$ cat src/rtl/can_arb_pkg.sv
// rtl/can_arb_pkg.sv - shared types and constants for the CAN transmit arbiter
package can_arb_pkg;

  typedef enum logic [1:0] {
    IDLE  = 2'd0,
    ARB   = 2'd1,
    START = 2'd2,
    WAIT  = 2'd3
  } arb_state_e;

  localparam int RETRY_W       = 4;
  localparam int DEF_MAX_RETRY = 3;

endpackage

$ cat src/rtl/can_id_min.sv
// rtl/can_id_min.sv - lowest-identifier winner among pending mailboxes
module can_id_min #(
  parameter int N_MBOX = 4,
  parameter int ID_W   = 11
) (
  input  logic [N_MBOX-1:0]         pend,
  input  logic [N_MBOX*ID_W-1:0]    ids,
  output logic [$clog2(N_MBOX)-1:0] win_idx,
  output logic                      win_valid
);

  localparam int SEL_W = $clog2(N_MBOX);

  logic [ID_W-1:0] best_id;

  // Linear scan; strict less-than keeps the lowest index on equal identifiers
  always_comb begin
    win_valid = 1'b0;
    win_idx   = '0;
    best_id   = '0;
    for (int i = 0; i < N_MBOX; i++) begin
      if (pend[i] && (!win_valid || (ids[i*ID_W +: ID_W] < best_id))) begin
        win_valid = 1'b1;
        win_idx   = SEL_W'(i);
        best_id   = ids[i*ID_W +: ID_W];
      end
    end
  end

endmodule

$ cat src/rtl/can_tx_arbiter.sv
// rtl/can_tx_arbiter.sv - transmit mailbox scheduler driving the CAN transmit engine
module can_tx_arbiter
  import can_arb_pkg::*;
#(
  parameter int N_MBOX    = 4,
  parameter int ID_W      = 11,
  parameter int MAX_RETRY = DEF_MAX_RETRY
) (
  input  logic                      CAN_CLK,
  input  logic                      CAN_RST,
  input  logic [N_MBOX-1:0]         mb_req,
  input  logic [N_MBOX-1:0]         mb_abort,
  input  logic [N_MBOX*ID_W-1:0]    mb_id,
  output logic [N_MBOX-1:0]         mb_pending,
  output logic [N_MBOX-1:0]         mb_done,
  output logic [N_MBOX-1:0]         mb_fail,
  output logic                      tx_start,
  output logic [$clog2(N_MBOX)-1:0] tx_sel,
  output logic [ID_W-1:0]           tx_id,
  output logic                      tx_abort,
  input  logic                      tx_done,
  input  logic                      tx_lost,
  input  logic                      tx_err,
  output logic                      busy
);

  localparam int                 SEL_W = $clog2(N_MBOX);
  localparam logic [RETRY_W-1:0] MAX_R = RETRY_W'(MAX_RETRY);

  arb_state_e         state, state_n;
  logic [N_MBOX-1:0]  pend, pend_n, pend_eff, done_n, fail_n;
  logic [RETRY_W-1:0] retry   [N_MBOX];
  logic [RETRY_W-1:0] retry_n [N_MBOX];
  logic               abort_n;
  logic [SEL_W-1:0]   win_idx;
  logic               win_valid;
  logic               in_tx, result, abort_hit;

  // A mailbox aborted in the arbitration cycle must not win that cycle
  assign pend_eff  = pend & ~mb_abort;
  assign in_tx     = (state == START) || (state == WAIT);
  assign result    = (state == WAIT) && (tx_done || tx_err || tx_lost);
  assign abort_hit = tx_abort || mb_abort[tx_sel];

  assign mb_pending = pend;
  assign tx_start   = (state == START);
  assign busy       = (state != IDLE);

  can_id_min #(
    .N_MBOX (N_MBOX),
    .ID_W   (ID_W)
  ) u_id_min (
    .pend      (pend_eff),
    .ids       (mb_id),
    .win_idx   (win_idx),
    .win_valid (win_valid)
  );

  // State register
  always_ff @(posedge CAN_CLK) begin
    if (CAN_RST) state <= IDLE;
    else         state <= state_n;
  end

  // Next-state: one pass through arbitration and start per engine attempt
  always_comb begin
    state_n = state;
    case (state)
      IDLE:    if (|pend) state_n = ARB;
      ARB:     state_n = win_valid ? START : IDLE;
      START:   state_n = WAIT;
      WAIT:    if (tx_done || tx_err || tx_lost) state_n = IDLE;
      default: state_n = IDLE;
    endcase
  end

  // Pending, retry, abort and result bookkeeping for the next edge
  always_comb begin
    pend_n  = pend;
    done_n  = '0;
    fail_n  = '0;
    abort_n = tx_abort;
    for (int i = 0; i < N_MBOX; i++) begin
      retry_n[i] = retry[i];
      // Anything but the mailbox on the bus is dropped right away
      if (mb_abort[i] && pend[i] && !(in_tx && (tx_sel == SEL_W'(i)))) begin
        pend_n[i]  = 1'b0;
        retry_n[i] = '0;
        fail_n[i]  = 1'b1;
      end
    end
    if (in_tx && mb_abort[tx_sel]) abort_n = 1'b1;
    if (result) begin
      abort_n = 1'b0;
      if (tx_done) begin
        done_n[tx_sel]  = 1'b1;
        pend_n[tx_sel]  = 1'b0;
        retry_n[tx_sel] = '0;
      end else if (abort_hit || (tx_err && (retry[tx_sel] == MAX_R))) begin
        fail_n[tx_sel]  = 1'b1;
        pend_n[tx_sel]  = 1'b0;
        retry_n[tx_sel] = '0;
      end else if (tx_err) begin
        retry_n[tx_sel] = retry[tx_sel] + 1'b1;
      end
    end
    // New requests land after clears so a completing mailbox can be re-armed
    pend_n = pend_n | (mb_req & ~mb_abort);
  end

  // Datapath registers; selection only moves on the arbitration edge
  always_ff @(posedge CAN_CLK) begin
    if (CAN_RST) begin
      pend     <= '0;
      mb_done  <= '0;
      mb_fail  <= '0;
      tx_abort <= 1'b0;
      tx_sel   <= '0;
      tx_id    <= '0;
      for (int i = 0; i < N_MBOX; i++) retry[i] <= '0;
    end else begin
      pend     <= pend_n;
      mb_done  <= done_n;
      mb_fail  <= fail_n;
      tx_abort <= abort_n;
      for (int i = 0; i < N_MBOX; i++) retry[i] <= retry_n[i];
      if (state == ARB && win_valid) begin
        tx_sel <= win_idx;
        tx_id  <= mb_id[win_idx*ID_W +: ID_W];
      end
    end
  end

endmodule

$ cat config.mk
export PLATFORM = sky130hd
export DESIGN_NAME = can_tx_arbiter
export DESIGN_NICKNAME = d
export VERILOG_FILES = /design/src/rtl/can_arb_pkg.sv /design/src/rtl/can_id_min.sv /design/src/rtl/can_tx_arbiter.sv
export SDC_FILE = /design/constraint.sdc
export NUM_CORES = 1
export LEC_CHECK = 0
export ABC_AREA = 0
export CORE_MARGIN = 5
export CORE_UTILIZATION = 46
export DETAILED_ROUTE_END_ITERATION = 8
export GPL_TIMING_DRIVEN = 0
export PLACE_DENSITY_LB_ADDON = 0.08
export SYNTH_ARGS = -nofsm -noshare
export SYNTH_HDL_FRONTEND = slang
export SYNTH_SLANG_ARGS = --single-unit
$ cat constraint.sdc
create_clock -name CAN_CLK -period 6.8 [get_ports CAN_CLK]
set_clock_uncertainty 0.05 [all_clocks]
set_input_delay 1.36 -clock CAN_CLK [delete_from_list [all_inputs] [get_ports CAN_CLK]]
set_output_delay 1.36 -clock CAN_CLK [all_outputs]
set_load 0.005 [all_outputs]
### After elaboration in Yosys (flattened, before gate mapping)

Memory sizes are Yosys's and may differ from the RTL's. A register that Yosys moved wholly into a read port is not among the register bits.
Cells that the tools add are included.

| cells by class | value |
|---|---|
| add/subtract/negate cells | 1 |
| multiply operators | 1 |
| divide/modulo/power cells | 0 |
| $lt $le $gt $ge | 7 |
| equality and inequality tests | 9 |
| shift-type cells | 1 |
| mux-type cells | 52 |
| bitwise operators | 16 |
| reduce and logical (&&, ||, !) cells | 43 |

Operator list:

| operator | count |
|---|---|
| 16-bit 2-to-1 mux | 4 |
| 4-bit 2-to-1 mux | 15 |
| 44-bit by 7-bit variable part select with 11-bit output | 1 |
| 11-bit less-than comparator | 3 |
| 11-bit 2-to-1 mux | 3 |
| 1-bit logical AND | 21 |
| 1-bit 2-to-1 mux | 18 |
| 16-bit AND | 1 |
| 16-bit bitwise mux | 1 |
| 16-bit inverter | 1 |
| 2-bit 2-to-1 mux | 7 |
| 4-bit AND | 3 |
| 4-bit demux with 2-bit select | 1 |
| 2-bit equality test, second input constant | 4 |
| 1-bit logical OR | 8 |
| 4-bit inverter | 2 |
| 4-bit OR | 2 |
| 2-bit case mux with 4 select lines | 1 |
| 1-bit zero test | 7 |
| 2-bit by 4-bit multiplier with 6-bit output, second input constant | 1 |
| 4-bit by 1-bit adder with 4-bit output, second input constant | 1 |
| 2-bit by 1-bit equality test with 1-bit output, second input constant | 2 |
| 4-bit by 2-bit equality test with 1-bit output, second input constant | 1 |
| 2-bit zero test | 2 |
| 16 further kinds | 20 |

| storage, ports and cells | value |
|---|---|
| bits in registers | 28 |
| latch bits | 0 |
| bits in writable memories | 16 |
| memory bits (read-only) | 0 |
| input port bits | 57 |
| output and inout bits | 28 |
| logic and storage cells | 138 |
| memories kept | 1 |

Memory list:

| name | words | bits a word | rd ports | clocked after memory_dff | write ports | RTL line | RTL |
|---|---|---|---|---|---|---|---|
| retry | 4 | 4 | 5 | 1 | 4 | can_tx_arbiter.sv:32 | `logic [RETRY_W-1:0] retry [N_MBOX];` |

### Longest topological paths before layout

| logic depth | value |
|---|---|
| depth in word-level cells | 18 |
| mapped depth | 30 |
| gate-level depth less buffers | 26 |

### Hierarchy

From an unflattened synthesis, not the netlist that was laid out.

| second synthesis, totals | value |
|---|---|
| cells, all modules | 389 |
| area, all modules | 3,407.0 sq um |

Modules (own cells, without submodules):

| module | times used | cells an instance | area an instance (sq um) | sequential area each (sq um) |
|---|---|---|---|---|
| can_tx_arbiter | 1 | 248 | 2,293.4 | 920.9 |
| can_id_min | 1 | 141 | 1,113.6 | 0.0 |

### Worst setup path after synthesis

OpenSTA, ideal clock, no wires.

| timing | value |
|---|---|
| path type | input port to flip-flop |
| start | in mb_abort[0] |
| end | reg tx_id[10] |
| library setup time | 0.075 ns |
| data arrival time | 6.864 ns |
| data required time | 6.675 ns |
| setup slack | -0.189 ns |
| cell stages on the path | 29 |
| buffers on the path | 5 |
| cells stage by stage | nor2b_1 > buf_2 > clkbuf_1 > nand2_1 > ha_1 > a21o_1 > a21o_1 > a32o_1 > nor3_2 > clkbuf_1 > a22oi_1 > ha_1 > and4_1 > nand3_1 > a2111oi_4 > a21oi_1 > buf_2 > nor2_1 > nor2_1 > ha_1 > a211oi_1 > o21ai_0 > a2111oi_0 > nor4_1 > or4b_4 > nand2_2 > o211ai_2 > buf_6 > o22ai_1 |

| on the way | value |
|---|---|
| cells in the longest elaborated chain, start to end | 17 |
| elaborated cells between the ends (all ways) | 27 |
| those cells by class | 1 x mul; 3 x order compare; 1 x shift; 10 x mux; 2 x bitwise; 10 x reduce/logical |

Ends and longest elaborated chain:

| item | RTL line | RTL |
|---|---|---|
| start: declaration | can_tx_arbiter.sv:12 | `input logic [N_MBOX-1:0] mb_abort,` |
| 4-bit inverter (*) | can_tx_arbiter.sv:40 | `assign pend_eff = pend & ~mb_abort;` |
| 4-bit AND (*) | can_tx_arbiter.sv:40 |  |
| 11-bit 2-to-1 mux or 1-bit 2-to-1 mux (tied branches) | can_id_min.sv:22 | `if (pend[i] && (!win_valid \|\| (ids[i*ID_W +: ID_W] < best_id))) begin` |
| 11-bit less-than comparator or 1-bit zero test (tied branches) | can_id_min.sv:22 |  |
| 1-bit logical OR | can_id_min.sv:22 |  |
| 1-bit logical AND | can_id_min.sv:22 |  |
| 11-bit 2-to-1 mux or 1-bit 2-to-1 mux (tied branches) | can_id_min.sv:22 |  |
| 11-bit less-than comparator or 1-bit zero test (tied branches) | can_id_min.sv:22 |  |
| 1-bit logical OR | can_id_min.sv:22 |  |
| 1-bit logical AND | can_id_min.sv:22 |  |
| 11-bit 2-to-1 mux or 1-bit 2-to-1 mux (tied branches) | can_id_min.sv:22 |  |
| 11-bit less-than comparator or 1-bit zero test (tied branches) | can_id_min.sv:22 |  |
| 1-bit logical OR | can_id_min.sv:22 |  |
| 1-bit logical AND | can_id_min.sv:22 |  |
| 2-bit 2-to-1 mux | can_id_min.sv:22 |  |
| 2-bit by 4-bit multiplier with 6-bit output | can_tx_arbiter.sv:129 | `tx_id <= mb_id[win_idx*ID_W +: ID_W];` |
| 44-bit by 7-bit variable part select with 11-bit output | can_tx_arbiter.sv:129 |  |
| end signal: assignment | can_tx_arbiter.sv:129 |  |
| end: declaration | can_tx_arbiter.sv:19 | `output logic [ID_W-1:0] tx_id,` |

Every way passes the cells marked *; elsewhere a longest branch is shown, timed or not.
A chain may end at the register's enable or synchronous reset.

### Worst setup path in the final report

Same ends and word-level chain as after synthesis.

==> insert_results.sql <==
INSERT INTO impl_metrics (metric_group, metric, value, unit) VALUES
('outcome', 'result_of_the_run', 'finished, final reports clean', ''),
('layout', 'post_route_cells_drive_above_1_share', '19.3', '%'),
('detailed_routing', 'firstDrtPassIters', '5', ''),
('floorplanning', 'die_wd', '97.4', 'um'),
('placed_design', 'post-dp-hpwl', '9160', 'um'),
('detailed_routing', 'wl_per_cell', '20.0', 'um'),
('synthesis', 'async_reset_ff_share', '0', '%'),
('critical_path', 'cp_data_arrival_time', '6920', 'ps'),
('layout', 'nets', '658', ''),
('power', 'internal_power', '0.500', 'mW'),
('sta', 'hold_ws', '428', 'ps'),
('critical_path', 'cp_slowest_cell', 'sky130_fd_sc_hd__or4b_4', ''),
('synthesis', 'yosys.cell_types.count', '49', ''),
('sta', 'finalCriticalPeriod', '6750', 'ps'),
('hold_path', 'worstHoldPathType', 'register to register', ''),
('clock_network', 'htree_num_levels', '2', ''),
('power', 'pwr-share-seq', '40.0', '%'),
('critical_path', 'timing.critical_path.mode_cell', 'sky130_fd_sc_hd__ha_1', ''),
('critical_path', 'critPathMaxStageDelay', '530', 'ps'),
('synthesis', 'netlist_area', '3510', 'sq um'),
('sta', 'timing.final.setup_violations', '0', ''),
('detailed_routing', 'drc_errors_left', '0', ''),
('floorplanning', 'placement_rows', '31', ''),
('critical_path', 'crit_end_category', 'register', ''),
('power', 'power.share.combinational', '31.9', '%'),
('critical_path', 'required', '6970', 'ps'),
('power', 'netSwitchingPower', '0.223', 'mW'),
('clock_network', 'later_pin_clock_latency_in_the_skew_report', '300', 'ps'),
('sta', 'slew-limit-headroom', '38.3', '%'),
('clock_network', 'clockBufferDepth', '2', ''),
('placed_design', 'numPlacedInstances', '632', ''),
('sta', 'hold_viol_final', '0', ''),
('layout', 'post-route-util', '72.5', '%'),
('clock_network', 'cts_root_buffer', 'sky130_fd_sc_hd__clkbuf_8', ''),
('global_routing', 'globalRouteTotalUtil', '24.7', '%'),
('power', 'vdd_drop_max', '98.0', 'uV'),
('sta', 'period_share', '99.3', '%'),
('sta', 'final.setup.tns', '0', 'ps'),
('detailed_routing', 'detailroute.via_count', '4238', ''),
('clock_network', 'tritoncts', 'yes', ''),
('floorplanning', 'die_y', '97.4', 'um'),
('synthesis', 'synth_warnings', '0', ''),
('layout', 'fillerInstances', '543', ''),
('synthesis', 'synth_edf_count', '0', ''),
('clock_network', 'numClockSinks', '46', ''),
('global_routing', 'grt_start_max_net_pins', '15', ''),
('sta', 'drv_slew', '0', ''),
('layout', 'num_antenna_cells', '0', ''),
('placed_design', 'gp_congestion', '0.944', ''),
('power', 'switching_share', '30.8', '%'),
('layout', 'most-common-layout-cells', 'sky130_fd_sc_hd__clkdlybuf4s50_1 (72), sky130_fd_sc_hd__nand2_1 (57), sky130_fd_sc_hd__dfxtp_1 (46)', ''),
('floorplanning', 'overall_die_area', '9480', 'sq um'),
('global_routing', 'grt_pass1_vias', '3751', ''),
('layout', 'area.growth.synth_to_final', '51.3', '%'),
('clock_network', 'clk_pin_slew_worst_paths', '90', 'ps'),
('layout', 'post_layout_nonfiller_instances', '670', ''),
('detailed_routing', 'detailedRoute.firstIterationViolations', '411', ''),
('synthesis', 'syn-mean-instance-area', '7.82', 'sq um'),
('power', 'power.density', '136', 'nW/um^2'),
('synthesis', 'postSynthRegisterBits', '46', ''),
('global_routing', 'grt_antenna_before_repair', '0', ''),
('flow_run', 'drv_cap', '0', ''),
('synthesis', 'yosysSeqAreaShare', '26.2', '%'),
('detailed_routing', 'drt.antenna.violating_nets', '0', ''),
('critical_path', 'crit_fanout', '6', ''),
('synthesis', 'dominantRegCellSynth', 'sky130_fd_sc_hd__dfxtp_1', ''),
('synthesis', 'syn_nets', '537', ''),
('detailed_routing', 'final_wl', '13400', 'um'),
('placed_design', 'io_buffers', '84', ''),
('global_routing', 'wire_length_of_the_first_global_routing_pass', '19500', 'um'),
('synthesis', 'gate_count_post_synth', '449', ''),
('floorplanning', 'core_area', '7330', 'sq um'),
('critical_path', 'timing.critical_path.from_type', 'input pin', ''),
('floorplanning', 'ioPinCount', '85', ''),
('power', 'p_leak', '1.96', 'nW'),
('layout', 'final_common_cell', 'sky130_fd_sc_hd__clkdlybuf4s50_1', ''),
('sta', 'maxClockFrequency', '148', 'MHz'),
('critical_path', 'crit_type', 'input pin to register', ''),
('sta', 'measured_slew_at_the_worst_slew_check_pin', '917', 'ps'),
('detailed_routing', 'drt-vias-per-instance', '6.33', ''),
('global_routing', 'gr-total-overflow', '0', ''),
('clock_network', 'cts_inserted_buffers', '5', ''),
('floorplanning', 'initial_core_utilization', '47.9', '%'),
('power', 'share_clk_of_total_power', '28.1', '%');
## cell usage after synthesis (all sizes together) (2+ instances only)
library cell | instances | area, sq um
o211ai | 2 | 25.0
a31oi | 3 | 18.8
mux4 | 5 | 116
mux2i | 20 | 200
dfxtp | 46 | 921
clkbuf | 13 | 48.8
nor3b | 4 | 30.0
o21a | 4 | 30.0
and2 | 3 | 18.8
nand3 | 14 | 70.1
nand2 | 62 | 235
o21ai | 37 | 185
nor2 | 43 | 161
nor4 | 3 | 18.8
a21o | 3 | 22.5
nand4 | 5 | 31.3
ha | 31 | 388
a211oi | 21 | 158
a22oi | 13 | 97.6
a221oi | 11 | 96.3
o22ai | 15 | 93.8
and3 | 2 | 12.5
inv | 19 | 71.3
a2111oi | 2 | 36.3
nand2b | 6 | 37.5
nor2b | 6 | 37.5
a21oi | 20 | 100
nor3 | 16 | 85.1
buf | 6 | 36.3
## path summary, 6_finish.rpt
kind	startpoint	endpoint	slack [ps]	cells past startpoint
setup / recovery	mb_abort[0]	tx_id[10]	50	30
hold / removal	retry[3][3]	retry[3][3]	430	2
setup reg to reg	mb_pending[0]	tx_id[10]	720	29
hold reg to reg	retry[3][3]	retry[3][3]	430	2
## layer usage
| metal | vias up | track usage [%] | share of wire [%] | wire length [um] |
|---|---|---|---|---|
| met3 | 44 | 5.17 | 9.0 | 1200 |
| li1 | 1927 | - | - | - |
| met4 | 0 | 4.47 | 2.3 | 302 |
| met1 | 1994 | 37.0 | 44 | 5870 |
| met5 | - | 0 | 0 | 0 |
| met2 | 273 | 36.7 | 45 | 6040 |
## registers in the layout, indices dropped and copies added, names as in the netlist, named ones only
name and flops:
mb_pending 4, retry 16, tx_id 11, tx_sel 2, tx_abort 1, mb_done 4
mb_fail 4, state 1
## critical path, delay by kind of cell
kind,cells,cell delay [ps]
fa+ha+maj,3,970
simple gates,12,2170
buf+inv,6,980
compound gates,9,1430
## layout make-up
cell class	count	area, sq um	share of cell area (%)
inverters	19	71.3	1.34
flip-flops and latches	46	921	17.3
repair buffers	114	1110	21.0
multi-input cells	367	2840	53.4
clock inverters	2	37.5	0.706
plain buffers	17	134	2.52
well taps	99	124	2.33
clock buffers	6	72.6	1.37
## metrics by stage
step / power [mW] / setup slack (ps) / cell area, sq um
6_report: 0.722 / 50.8 / 5310
5_1_grt: 0.755 / -82.1 / 5310
4_1_cts: 0.694 / 1.67 / 4950
3_5_place_dp: 0.475 / -1400 / 4490
3_3_place_gp: 0.472 / -1300 / 4490
2_1_floorplan: 0.388 / 52.8 / 3520
## kinds of logic (layout without fill, tap and decap cells)
kind of cell	Yosys count	in the layout	share of synthesized area, %
adders and majority gates	31	31	11.0
buffers and inverters	38	158	4.45
AOI/OAI and AO/OA	138	139	26.3
muxes	25	25	9.01
DFF	46	46	26.2
xor gates and xnor gates	2	2	0.499
and+or+nand+nor	169	170	22.4
## power groups by stage
stage / clock (mW) / sequential, mW / combinational, mW
2_1_floorplan: 0 / 0.293 / 0.0945
3_3_place_gp: 0 / 0.295 / 0.177
3_5_place_dp: 0 / 0.295 / 0.180
4_1_cts: 0.206 / 0.289 / 0.199
5_1_grt: 0.218 / 0.291 / 0.246
6_report: 0.203 / 0.289 / 0.230
## timing repair
| item | in CTS | in global routing |
|---|---|---|
| setup endpoints to repair | 15 | 15 |
| cloned | 4 | 2 |
| buffers inserted | 15 | 11 |
| pin swaps | 19 | 39 |
| hold buffers | 0 | 0 |
| resized for setup | 52 | 64 |
No activity file was read; power rests on OpenSTA's default activity.
==> edit: new RTL, same settings <==
`N_MBOX` is set to 4 in 2 places; all go to 2.
--- a/src/rtl/can_id_min.sv
+++ b/src/rtl/can_id_min.sv
@@ -1,6 +1,6 @@
 // rtl/can_id_min.sv - lowest-identifier winner among pending mailboxes
 module can_id_min #(
-  parameter int N_MBOX = 4,
+  parameter int N_MBOX = 2,
   parameter int ID_W   = 11
 ) (
   input  logic [N_MBOX-1:0]         pend,
--- a/src/rtl/can_tx_arbiter.sv
+++ b/src/rtl/can_tx_arbiter.sv
@@ -2,7 +2,7 @@
 module can_tx_arbiter
   import can_arb_pkg::*;
 #(
-  parameter int N_MBOX    = 4,
+  parameter int N_MBOX    = 2,
   parameter int ID_W      = 11,
   parameter int MAX_RETRY = DEF_MAX_RETRY
 ) (
Ports: changed (7 resized); port bits go from 85 to 52. The function was not compared with the original's and may differ.
==> edit against the unedited design <==
  * Worst setup slack improved by 2.5 ns
  * Wire length is 64% lower
  * Synthesized cell count fell by 53%
  * Power down 44%
  * Area after synthesis shrank 49%
  * Register-to-register slack gained 2.9 ns
  * Sequential cell count fell by 16
  * Design area decreased by 54%
  * First-iteration DRC count is 73% lower
  * Die area down 45%
  * Sequential power shrank 37%
  * Sequential share of layout area rose by 7.1 points
==> edit: results (changes against the unedited design) <==
INFO  metric outcome = complete, no violations
INFO  metric grt_antenna_before_repair = 0 (unchanged)
INFO  metric nNetsFinal = 313 (-52%)
INFO  metric dpl-instance-area = 0.00236 sq mm (-47%)
INFO  metric routed_wirelength_normalized_by_instance_count = 15.0 microns (-25%)
INFO  metric r2r_slack = 3.62 ns (+2.90 ns)
INFO  metric dp_slack = 2.32 ns (+3.72 ns)
INFO  metric cp_data_arrival_time = 4.43 ns (-2.49 ns)
INFO  metric synth-seq-area-share = 0.335 (+0.0728)
INFO  metric layout_top_registers = tx_id: 11 flops, retry: 8 flops
INFO  metric post-cts-setup-buffer-count = 0 (-15)
INFO  metric postLayoutCellArea = 0.00245 sq mm (-54%)
INFO  metric worstSkewPairLatency = 0.27 ns (-0.03 ns)
INFO  metric dpl.hpwl = 3.61 mm (-61%)
INFO  metric min_from = retry[0][0]
INFO  metric async_flop_share = 0 (unchanged)
INFO  metric pin_count_of_the_biggest_net_entering_global_routing = 11 (-4)
INFO  metric number_of_buffers_created_by_cts = 5 (unchanged)
INFO  metric yosys_warnings = 0 (unchanged)
INFO  metric gp_routability_congestion = 0.895 (-5.1%)
INFO  metric yosys-top-cells-count = 30 x dfxtp_1, 24 x nand2_1, 19 x nor2_1, 16 x nand3_1
INFO  metric maxSlewHeadroom = 0.542 (+0.159)
INFO  metric drt_first_iter_violations = 111 (-73%)
INFO  metric number_of_fill_cells = 328 (-40%)
INFO  metric largest_driver_fanout_on_the_critical_path = 10 (+4)
INFO  metric drive_above_1_share = 0.114 (-0.0787)
INFO  metric synth_flop_cell = dfxtp_1
INFO  metric r2r_start = mb_pending[0]
INFO  metric port_buffers = 51 (-39%)
INFO  metric clk_root_buffer_cell = clkbuf_8
INFO  metric yosysUniqueCellTypes = 40 (-18%)
INFO  metric htree_levels = 2 (unchanged)
INFO  metric cp_slowest_cell = clkdlybuf4s50_1
INFO  metric grt_first_pass_wirelength = 8.11 mm (-58%)
INFO  metric clk_pin_slew_worst_paths = 0.06 ns (-0.03 ns)
INFO  metric via_count = 1804 (-57%)
INFO  metric cpPeakStageDelay = 0.51 ns (-0.02 ns)
INFO  metric leakagePower = 0.844 nW (-57%)
INFO  metric max-vdd-ir-drop = 93.6 uV (-4.5%)
INFO  metric synth.top_cells.by_area = dfxtp_1 33%, a311oi_2 8.4%, ha_1 7.7%
INFO  metric drtPass1Iterations = 4 (-1)
INFO  metric worst_hold_class = reg -> reg
INFO  metric cts-resized-gates = 0 (-100%)
INFO  metric grt_util_all_layers = 0.192 (-0.0548)
INFO  metric synth_nets = 255 (-53%)
INFO  metric grt_overflow = 0 (unchanged)
INFO  metric clk_path_buf_depth = 2 (unchanged)
INFO  metric fin_crit = 4.29 ns (-2.46 ns)
[edit: changes by cell type in the layout (fill, tap and decap cells not counted), sizes merged, moves of 17 or more]
| cell | delta |
|---|---|
| ha | -20 |
| clkdlybuf4s50 | -21 |
| a211oi | -19 |
| nor2 | -25 |
| o21ai | -20 |
| nand2 | -38 |
| mux2i | -17 |
| buf | -27 |
[edit: report_power, final]
part / switching [mW] / internal (mW)
Sequential: 0.00348 / 0.180
Combinational: 0.0356 / 0.0399
Clock: 0.0654 / 0.0815
Total: 0.104 / 0.301
[edit: kinds of logic (layout without fill, tap and decap cells)]
| family | count (synthesis) | in the layout | share of synthesized area |
|---|---|---|---|
| AOI/OAI and AO/OA | 61 | 61 | 0.273 |
| xor gates and xnor gates | 1 | 1 | 0.00489 |
| adders and majority gates | 11 | 11 | 0.0768 |
| buffers and inverters | 21 | 80 | 0.0530 |
| DFF | 30 | 30 | 0.335 |
| muxes | 3 | 3 | 0.0167 |
| and+or+nand+nor | 86 | 86 | 0.241 |
[edit: metrics by stage]
step                hold WS, ns  std cells  power, mW
detailed placement        0.406        312      0.261
global route              0.429        320      0.426
finish                    0.412        320      0.406
CTS                       0.416        320      0.410
floorplan                 0.381        213      0.224
global placement          0.399        312      0.261
[edit: worst max-delay path: cells and delay by family]
| family | cells | cell delay, ns |
|---|---|---|
| AOI/OAI and AO/OA | 3 | 0.87 |
| and+or+nand+nor | 4 | 0.71 |
| adders and majority gates | 1 | 0.32 |
| buffers and inverters | 3 | 1.17 |
[edit: per-layer routing]
layer / up-vias / part of all wire / wire length [microns] / global-route usage
met2: 74 / 0.44 / 2120 / 0.293
li1: 902 / - / - / -
met4: 0 / 0.0071 / 34 / 0.0594
met1: 824 / 0.47 / 2250 / 0.265
met3: 4 / 0.084 / 405 / 0.0499
met5: - / 0 / 0 / 0
[edit: final timing paths]
path                       to  cells after the start
setup / recovery     tx_id[4]                     11
hold / removal    retry[0][0]                      2
setup reg to reg     tx_id[4]                     10
hold reg to reg   retry[0][0]                      2
[edit: final cells by class]
type                            count  area share
Clock inverter                      1     0.00204
Tap cell                           48      0.0245
Clock buffer                        7      0.0352
Sequential cell                    30       0.245
Buffer                             13      0.0265
Timing Repair Buffer               51       0.208
Inverter                            8      0.0122
Multi-Input combinational cell    162       0.447
